`config.mk`:
```
export PLATFORM = sky130hd
export DESIGN_NAME = iss_sched_flat
export DESIGN_NICKNAME = d
export VERILOG_FILES = /design/src/rtl/iss_sched_pkg.sv /design/src/rtl/iss_sched_if.sv /design/src/rtl/iss_sched.sv /design/src/flat_wrapper.sv
export SDC_FILE = /design/constraint.sdc
export NUM_CORES = 2
export LEC_CHECK = 0
export ABC_AREA = 1
export CAP_MARGIN = 20
export CORE_AREA = 2 2 353 355
export CTS_BUF_LIST = sky130_fd_sc_hd__clkbuf_4
export DETAILED_ROUTE_END_ITERATION = 10
export DIE_AREA = 0 0 355 357
export GPL_TIMING_DRIVEN = 0
export PLACE_DENSITY = 0.54
export RECOVER_POWER = 25
export SLEW_MARGIN = 40
export SYNTH_ARGS = -nofsm -noshare
export SYNTH_HDL_FRONTEND = slang
export SYNTH_SLANG_ARGS = --single-unit
export TNS_END_PERCENT = 100
```
`constraint.sdc`:
```
create_clock -name clock -period 7.35 [get_ports clock]
set_input_delay 1.1025 -clock clock [delete_from_list [all_inputs] [get_ports clock]]
set_output_delay 1.1025 -clock clock [all_outputs]
set_load 0.05 [all_outputs]
```
`src/rtl/iss_sched_pkg.sv`:
```
// iss_sched_pkg: decoded instruction format shared by the issue scheduler and its bus
package iss_sched_pkg;
    typedef struct packed {
        logic       branch_inst;
        logic       jmp_inst;
        logic       load_inst;
        logic       store_inst;
        logic       muldiv_inst;
        logic       alu_inst;
        logic       a_reg_valid;
        logic       b_reg_valid;
        logic [7:0] op;
        logic [4:0] rd;
    } dec_inst_t;
endpackage

```
`src/rtl/iss_sched_if.sv`:
```
// iss_sched_if: IQ window, unit output ports and statistics of the issue scheduler
interface iss_sched_if #(
    parameter int W             = 4,
    parameter int NUM_ALU       = 2,
    parameter int ROB_DEPTHLOG2 = 4
);
    import iss_sched_pkg::*;
    localparam int NU = NUM_ALU + 3;
    localparam int CW = $clog2(W + 1);
    typedef struct packed {
        dec_inst_t                inst;
        logic [ROB_DEPTHLOG2-1:0] rob_slot;
    } iq_entry_t;
    logic                     flush;
    logic [W-1:0]             iq_valid;
    iq_entry_t                iq_entry [W];
    logic [W-1:0]             a_ok;
    logic [W-1:0]             b_ok;
    logic [31:0]              a_val [W];
    logic [31:0]              b_val [W];
    logic                     iq_consume_en;
    logic [CW-1:0]            iq_consume_cnt;
    logic [NU-1:0]            out_valid;
    logic [NU-1:0]            out_ready;
    logic [ROB_DEPTHLOG2-1:0] out_slot [NU];
    logic [31:0]              out_a [NU];
    logic [31:0]              out_b [NU];
    dec_inst_t                out_inst [NU];
    logic [31:0]              stat_issued;
    logic [31:0]              stat_stall;
    modport master (
        output flush, iq_valid, iq_entry, a_ok, b_ok, a_val, b_val, out_ready,
        input  iq_consume_en, iq_consume_cnt, out_valid, out_slot, out_a, out_b, out_inst,
               stat_issued, stat_stall
    );
    modport slave (
        input  flush, iq_valid, iq_entry, a_ok, b_ok, a_val, b_val, out_ready,
        output iq_consume_en, iq_consume_cnt, out_valid, out_slot, out_a, out_b, out_inst,
               stat_issued, stat_stall
    );
endinterface

```
`src/rtl/iss_sched.sv`:
```
// iss_sched: in-order issue from a W-slot IQ window onto branch/LS/MUL/ALU ports
module iss_sched
    import iss_sched_pkg::*;
#(
    parameter int W             = 4,
    parameter bit ALU_ON_MUL    = 1'b1,
    parameter int NUM_ALU       = 2,
    parameter int ROB_DEPTHLOG2 = 4
) (
    input  logic       clock,
    input  logic       reset_n,
    iss_sched_if.slave bus
);
    localparam int NU = NUM_ALU + 3;
    localparam int CW = $clog2(W + 1);
    localparam int SW = (W > 1) ? $clog2(W) : 1;
    localparam int PW = $clog2(NU + 1);
    localparam logic [PW-1:0] NONE = PW'(NU);

    logic [NU-1:0]            valid_q;
    logic [ROB_DEPTHLOG2-1:0] slot_q [NU];
    logic [31:0]              a_q [NU];
    logic [31:0]              b_q [NU];
    dec_inst_t                inst_q [NU];
    logic [31:0]              issued_q;
    logic [31:0]              stall_q;

    logic [NU-1:0] free;
    logic [NU-1:0] ld;
    logic [SW-1:0] src [NU];
    logic [CW-1:0] cnt;
    logic [CW-1:0] cnt_o;
    logic [W:0]    vext;
    logic          stop;
    logic          opnd;
    logic [PW-1:0] pick;
    dec_inst_t     e;

    assign free = ~valid_q | bus.out_ready;
    assign vext = {1'b0, bus.iq_valid};

    // In-order scan: each slot claims one free, not-yet-claimed port or halts the scan
    always_comb begin
        ld   = '0;
        cnt  = '0;
        stop = 1'b0;
        pick = NONE;
        opnd = 1'b0;
        e    = '0;
        for (int u = 0; u < NU; u++) src[u] = '0;
        for (int i = 0; i < W; i++) begin
            e    = bus.iq_entry[i].inst;
            pick = NONE;
            if (e.branch_inst || e.jmp_inst)
                pick = (vext[i+1] && free[0] && !ld[0]) ? PW'(0) : NONE;
            else if (e.load_inst || e.store_inst)
                pick = (free[1] && !ld[1]) ? PW'(1) : NONE;
            else if (e.muldiv_inst)
                pick = (free[2] && !ld[2]) ? PW'(2) : NONE;
            else if (e.alu_inst) begin
                for (int k = NU - 1; k >= 3; k--)
                    if (free[k] && !ld[k]) pick = PW'(k);
                if (pick == NONE && ALU_ON_MUL && free[2] && !ld[2]) pick = PW'(2);
            end
            opnd = (bus.a_ok[i] | ~e.a_reg_valid) & (bus.b_ok[i] | ~e.b_reg_valid);
            if (!bus.iq_valid[i] || !opnd || pick == NONE) stop = 1'b1;
            if (!stop) begin
                ld[pick]  = 1'b1;
                src[pick] = SW'(i);
                cnt       = cnt + CW'(1);
            end
        end
    end

    // Flush and reset suppress popping; loads below are gated by the same flush
    assign cnt_o              = (bus.flush || !reset_n) ? '0 : cnt;
    assign bus.iq_consume_cnt = cnt_o;
    assign bus.iq_consume_en  = |cnt_o;

    // Port registers: flush clears, issue loads, handshake drains, otherwise hold
    always_ff @(posedge clock or negedge reset_n) begin
        if (!reset_n) begin
            valid_q  <= '0;
            issued_q <= '0;
            stall_q  <= '0;
            for (int u = 0; u < NU; u++) begin
                slot_q[u] <= '0;
                a_q[u]    <= '0;
                b_q[u]    <= '0;
                inst_q[u] <= '0;
            end
        end else begin
            for (int u = 0; u < NU; u++) begin
                if (bus.flush)
                    valid_q[u] <= 1'b0;
                else if (ld[u]) begin
                    valid_q[u] <= 1'b1;
                    slot_q[u]  <= bus.iq_entry[src[u]].rob_slot;
                    inst_q[u]  <= bus.iq_entry[src[u]].inst;
                    a_q[u]     <= bus.a_val[src[u]];
                    b_q[u]     <= bus.b_val[src[u]];
                end else if (bus.out_ready[u])
                    valid_q[u] <= 1'b0;
            end
            issued_q <= issued_q + 32'(cnt_o);
            stall_q  <= stall_q + 32'(bus.iq_valid[0] && cnt_o == '0 && !bus.flush);
        end
    end

    assign bus.out_valid   = valid_q;
    assign bus.out_slot    = slot_q;
    assign bus.out_a       = a_q;
    assign bus.out_b       = b_q;
    assign bus.out_inst    = inst_q;
    assign bus.stat_issued = issued_q;
    assign bus.stat_stall  = stall_q;
endmodule

```
`src/flat_wrapper.sv`:
```
// flat-port wrapper written by rule: the top's interface ports become plain ports
module iss_sched_flat import iss_sched_pkg::*;
#(
    parameter int W             = 4,
    parameter bit ALU_ON_MUL    = 1'b1,
    parameter int NUM_ALU       = 2,
    parameter int ROB_DEPTHLOG2 = 4
)
  (clock, reset_n, bus_flush, bus_iq_valid, bus_iq_entry, bus_a_ok, bus_b_ok, bus_a_val, bus_b_val, bus_out_ready, bus_iq_consume_en, bus_iq_consume_cnt, bus_out_valid, bus_out_slot, bus_out_a, bus_out_b, bus_out_inst, bus_stat_issued, bus_stat_stall);
  iss_sched_if #(.W(W), .NUM_ALU(NUM_ALU), .ROB_DEPTHLOG2(ROB_DEPTHLOG2)) bus_i ();
  input  logic clock;
  input  logic reset_n;
  input wire logic [$bits(bus_i.flush)-1:0] bus_flush;
  input wire logic [$bits(bus_i.iq_valid)-1:0] bus_iq_valid;
  input wire logic [$bits(bus_i.iq_entry)-1:0] bus_iq_entry;
  input wire logic [$bits(bus_i.a_ok)-1:0] bus_a_ok;
  input wire logic [$bits(bus_i.b_ok)-1:0] bus_b_ok;
  input wire logic [$bits(bus_i.a_val)-1:0] bus_a_val;
  input wire logic [$bits(bus_i.b_val)-1:0] bus_b_val;
  input wire logic [$bits(bus_i.out_ready)-1:0] bus_out_ready;
  output wire logic [$bits(bus_i.iq_consume_en)-1:0] bus_iq_consume_en;
  output wire logic [$bits(bus_i.iq_consume_cnt)-1:0] bus_iq_consume_cnt;
  output wire logic [$bits(bus_i.out_valid)-1:0] bus_out_valid;
  output wire logic [$bits(bus_i.out_slot)-1:0] bus_out_slot;
  output wire logic [$bits(bus_i.out_a)-1:0] bus_out_a;
  output wire logic [$bits(bus_i.out_b)-1:0] bus_out_b;
  output wire logic [$bits(bus_i.out_inst)-1:0] bus_out_inst;
  output wire logic [$bits(bus_i.stat_issued)-1:0] bus_stat_issued;
  output wire logic [$bits(bus_i.stat_stall)-1:0] bus_stat_stall;
  assign bus_i.flush = bus_flush;
  assign bus_i.iq_valid = bus_iq_valid;
  assign bus_i.iq_entry = {>>{bus_iq_entry}};
  assign bus_i.a_ok = bus_a_ok;
  assign bus_i.b_ok = bus_b_ok;
  assign bus_i.a_val = {>>{bus_a_val}};
  assign bus_i.b_val = {>>{bus_b_val}};
  assign bus_i.out_ready = bus_out_ready;
  assign bus_iq_consume_en = bus_i.iq_consume_en;
  assign bus_iq_consume_cnt = bus_i.iq_consume_cnt;
  assign bus_out_valid = bus_i.out_valid;
  assign bus_out_slot = {>>{bus_i.out_slot}};
  assign bus_out_a = {>>{bus_i.out_a}};
  assign bus_out_b = {>>{bus_i.out_b}};
  assign bus_out_inst = {>>{bus_i.out_inst}};
  assign bus_stat_issued = bus_i.stat_issued;
  assign bus_stat_stall = bus_i.stat_stall;
  iss_sched #(.W(W), .ALU_ON_MUL(ALU_ON_MUL), .NUM_ALU(NUM_ALU), .ROB_DEPTHLOG2(ROB_DEPTHLOG2)) u_core (.clock(clock), .reset_n(reset_n), .bus(bus_i));
endmodule
```
==> results_dict.tcl <==
set metrics [dict create \
    ys.flop_type "dfrtp_1" \
    drt_iter0_drc 5134 \
    yosys.area_share.xor_xnor_pct 1.390 \
    ys_top_cells_by_area "dfrtp_1 37%, nand2_1 14%, nand3_1 10%" \
    nets 6667 \
    num_io_pins 894 \
    grt_max_degree 69 \
    syn_area_mm2 0.03465 \
    nFillCells 13320 \
    ir_drop_mv 0.2257 \
    port_buffers 893 \
    synth_mux_area_share_pct 0 \
    grt_pass1_wl_um 330500 \
    cts.sinks 514 \
    path_clk_slew_ns 0.09 \
    hold_viol 0 \
    critPathTopFamily "simple AND/OR/NAND/NOR gates" \
    die_y_um 357 \
    dr.pass1.iters 6 \
    core-area_mm2 0.1230 \
    seq_area_frac_synth_pct 37.12 \
    place_congestion 0.9669 \
    synth.net_count 5525 \
    synth_cell_types 49 \
    ys_seq_elements 514 \
    min_period_ns 7.180 \
    relSlewSlack_pct -164.2 \
    routedWlPerCell_um 29.93 \
    yosys.area.top_type "dfrtp_1" \
    routed_wl_um 241600 \
    grt_overflow 0 \
    period_share_pct 97.68 \
    place_inst 7688 \
    rsz0062_at_grt "true" \
    multiInputGateArea_mm2 0.01801 \
    synth_warnings 0 \
    clk_latency_ns 1.24 \
    dieWidth_um 355 \
    fin_cells 8073 \
    yosys.area_share.simple_pct 32.98 \
    drive_above_1_share_pct 11.12 \
    violations "max-capacitance violations, max-slew violations" \
    path_common_cell "nand2_1" \
    yosysTopAreaCellShare_pct 37.12 \
    dieArea_mm2 0.1267 \
    drv_cap 5 \
    antenna_found_initial 53 \
    synth_compound_area_share_pct 15.51 \
    max_freq_ghz 0.1393 \
    startpoint_type "input port" \
    synthMostInstantiatedCell "nand2_1" \
    cts_max_level 4 \
    end_kind "register" \
    power_density_mw_per_mm2 274.1 \
    cts_tree "done" \
    cp_num_buf_inv 7 \
    critPathKind "in -> reg" \
    synth_edf_count 0 \
    grt_pass1_vias 41910 \
    worstPathRequired_ns 8.49 \
    p_leak_nw 23.30 \
    synth_top_family_by_area "simple AND/OR/NAND/NOR gates" \
    maxSlewViolCount 294 \
    cts-root-buf "clkbuf_4" \
    synth_common_cells "1300 x nand2_1, 699 x nand3_1, 683 x inv_1" \
    path_max_fanout 7 \
    hold_path_class "in -> async" \
    status "complete, but fails checks" \
    drt-vias-per-instance 5.461 \
    tightest_slew_ns 3.963 \
    grt_usage_pct 36.84 \
    hold_ws_ns 0.3860 \
    syn2layout_area_growth_pct 42.08 \
    placementRows 129 \
    cpPeakStageDelay_ns 0.46 \
    syn_inst 5142 \
    yosys.area_share.adder_pct 0.2744 \
    crit_slowest_cell "dlygate4sd2_1" \
    clockBufferDepth 3 \
    ant_nets 0 \
    skew_ns 0.07022 \
    syn_avg_cell_area_um2 6.739 \
    setup_viol 0 \
    floorplan.initialDensity_pct 28.17 \
    vias 44090 \
    crit_arrival_ns 8.32 \
    async_reset_ff_share_pct 100.0 \
    dpl.hpwl_um 186300 \
    ff_latch_area_mm2 0.01286 \
    cts_buffers 163 \
    drc 0 \
]
-- path summary, 6_finish.rpt --
path / cells past startpoint / slack (ns) / from / end
min in group clock: 3 / 0.45 / bus_iq_entry[93] / u_core.bus.out_inst[77]$_DFFE_PN0P_
setup / recovery: 56 / 0.17 / bus_iq_entry[94] / u_core.bus.stat_stall[30]$_DFF_PN0_
max in group asynchronous: 4 / 1.77 / reset_n / u_core.bus.out_a[59]$_DFFE_PN0P_
hold reg to reg: 1 / 0.46 / u_core.bus.stat_issued[31]$_DFF_PN0_ / u_core.bus.stat_issued[31]$_DFF_PN0_
setup reg to reg: 52 / 0.28 / u_core.bus.out_valid[0]$_DFFE_PN0P_ / u_core.bus.stat_stall[30]$_DFF_PN0_
hold / removal: 2 / 0.39 / reset_n / u_core.bus.out_a[137]$_DFFE_PN0P_
-- layout make-up --
| cell class | instances | area share [%] |
|---|---|---|
| multi-input cells | 3516 | 36.58 |
| flip-flops and latches | 514 | 26.13 |
| repair buffers | 979 | 19.84 |
| inverters | 701 | 5.375 |
| well taps | 1637 | 4.161 |
| plain buffers | 409 | 3.706 |
| clock buffers | 223 | 3.401 |
| clock inverters | 54 | 0.6049 |
| diodes | 40 | 0.2033 |
-- stage by stage --
step | util [%] | worst slack [ns] | power (W) | instance area [um^2] | setup TNS (ns)
2_1_floorplan | - | -0.03912 | 0.007767 | 34760 | -0.03912
3_3_place_gp | 37.20 | -20.31 | 0.01043 | 45750 | -
3_5_place_dp | 37.53 | -2.935 | 0.01045 | 46160 | -279.87
4_1_cts | 39.45 | 0.003758 | 0.01352 | 48510 | 0
5_1_grt | 40.00 | -0.1736 | 0.01406 | 49200 | -1.019
6_report | 40.03 | 0.1703 | 0.01350 | 49230 | 0
-- registers in the layout, summed over array words and instances (netlist names) --
name	count
u_core.bus.out_a	160
u_core.bus.out_b	160
u_core.bus.out_inst	105
u_core.bus.stat_issued	32
u_core.bus.stat_stall	32
u_core.bus.out_slot	20
u_core.bus.out_valid	5
-- layer usage --
metal	vias up	track usage, %	share of wire [%]
li1	19390	-	-
met1	21300	45.19	39
met2	2718	57.75	45
met3	647	11.27	10
met4	30	20.08	5.8
met5	-	0	0.085
-- kinds of logic after synthesis --
family          Yosys count
simple gates           2646
buf+inv                1112
compound gates          808
flops                   514
xor+xnor                 55
fa+ha+maj                 7
-- power breakdown --
group | leakage (nW) | switching (W) | internal (W)
registers | 5.97 | 0.000602 | 0.00357
logic | 16.2 | 0.00428 | 0.00204
clock network | 1.16 | 0.00154 | 0.00147
total | 23.3 | 0.00642 | 0.00708
-- worst reg2reg max path, delay by kind of cell, from the launching register on --
kind            cells  cell delay [ns]
buf+inv             6             0.58
simple gates       40             4.75
fa+ha+maj           2             0.35
compound gates      3             0.65
flops               1             0.48
xor+xnor            1             0.14
-- cells in the final DEF, fill, tap and decap left out, types with 18 or more instances in the layout --
cell and instances:
clkbuf_1 207, inv_1 676, buf_1 33, clkdlybuf4s50_1 882, nand3_2 18, buf_2 131
nor2_1 399, diode_2 40, nand2_2 22, a31oi_1 172, clkbuf_2 26, or2_2 59
o21ai_0 181, o2111ai_1 85, dfrtp_1 512, nand2_1 1273, a21oi_1 90, o221ai_1 82
clkinv_1 33, o211ai_1 174, nand4_1 94, clkbuf_4 223, xor2_1 37, buf_4 76
inv_2 22, or2_1 28, nand3_1 678
-- what timing repair did --
item                                    CTS  global route
endpoints found under the setup margin   48            25
resized for setup                        51           104
setup buffers                            27            43
endpoints found under the hold margin    50             0
pin swaps                                15            61
hold buffers                              1             0
No activity file was read; power rests on OpenSTA's default activity.
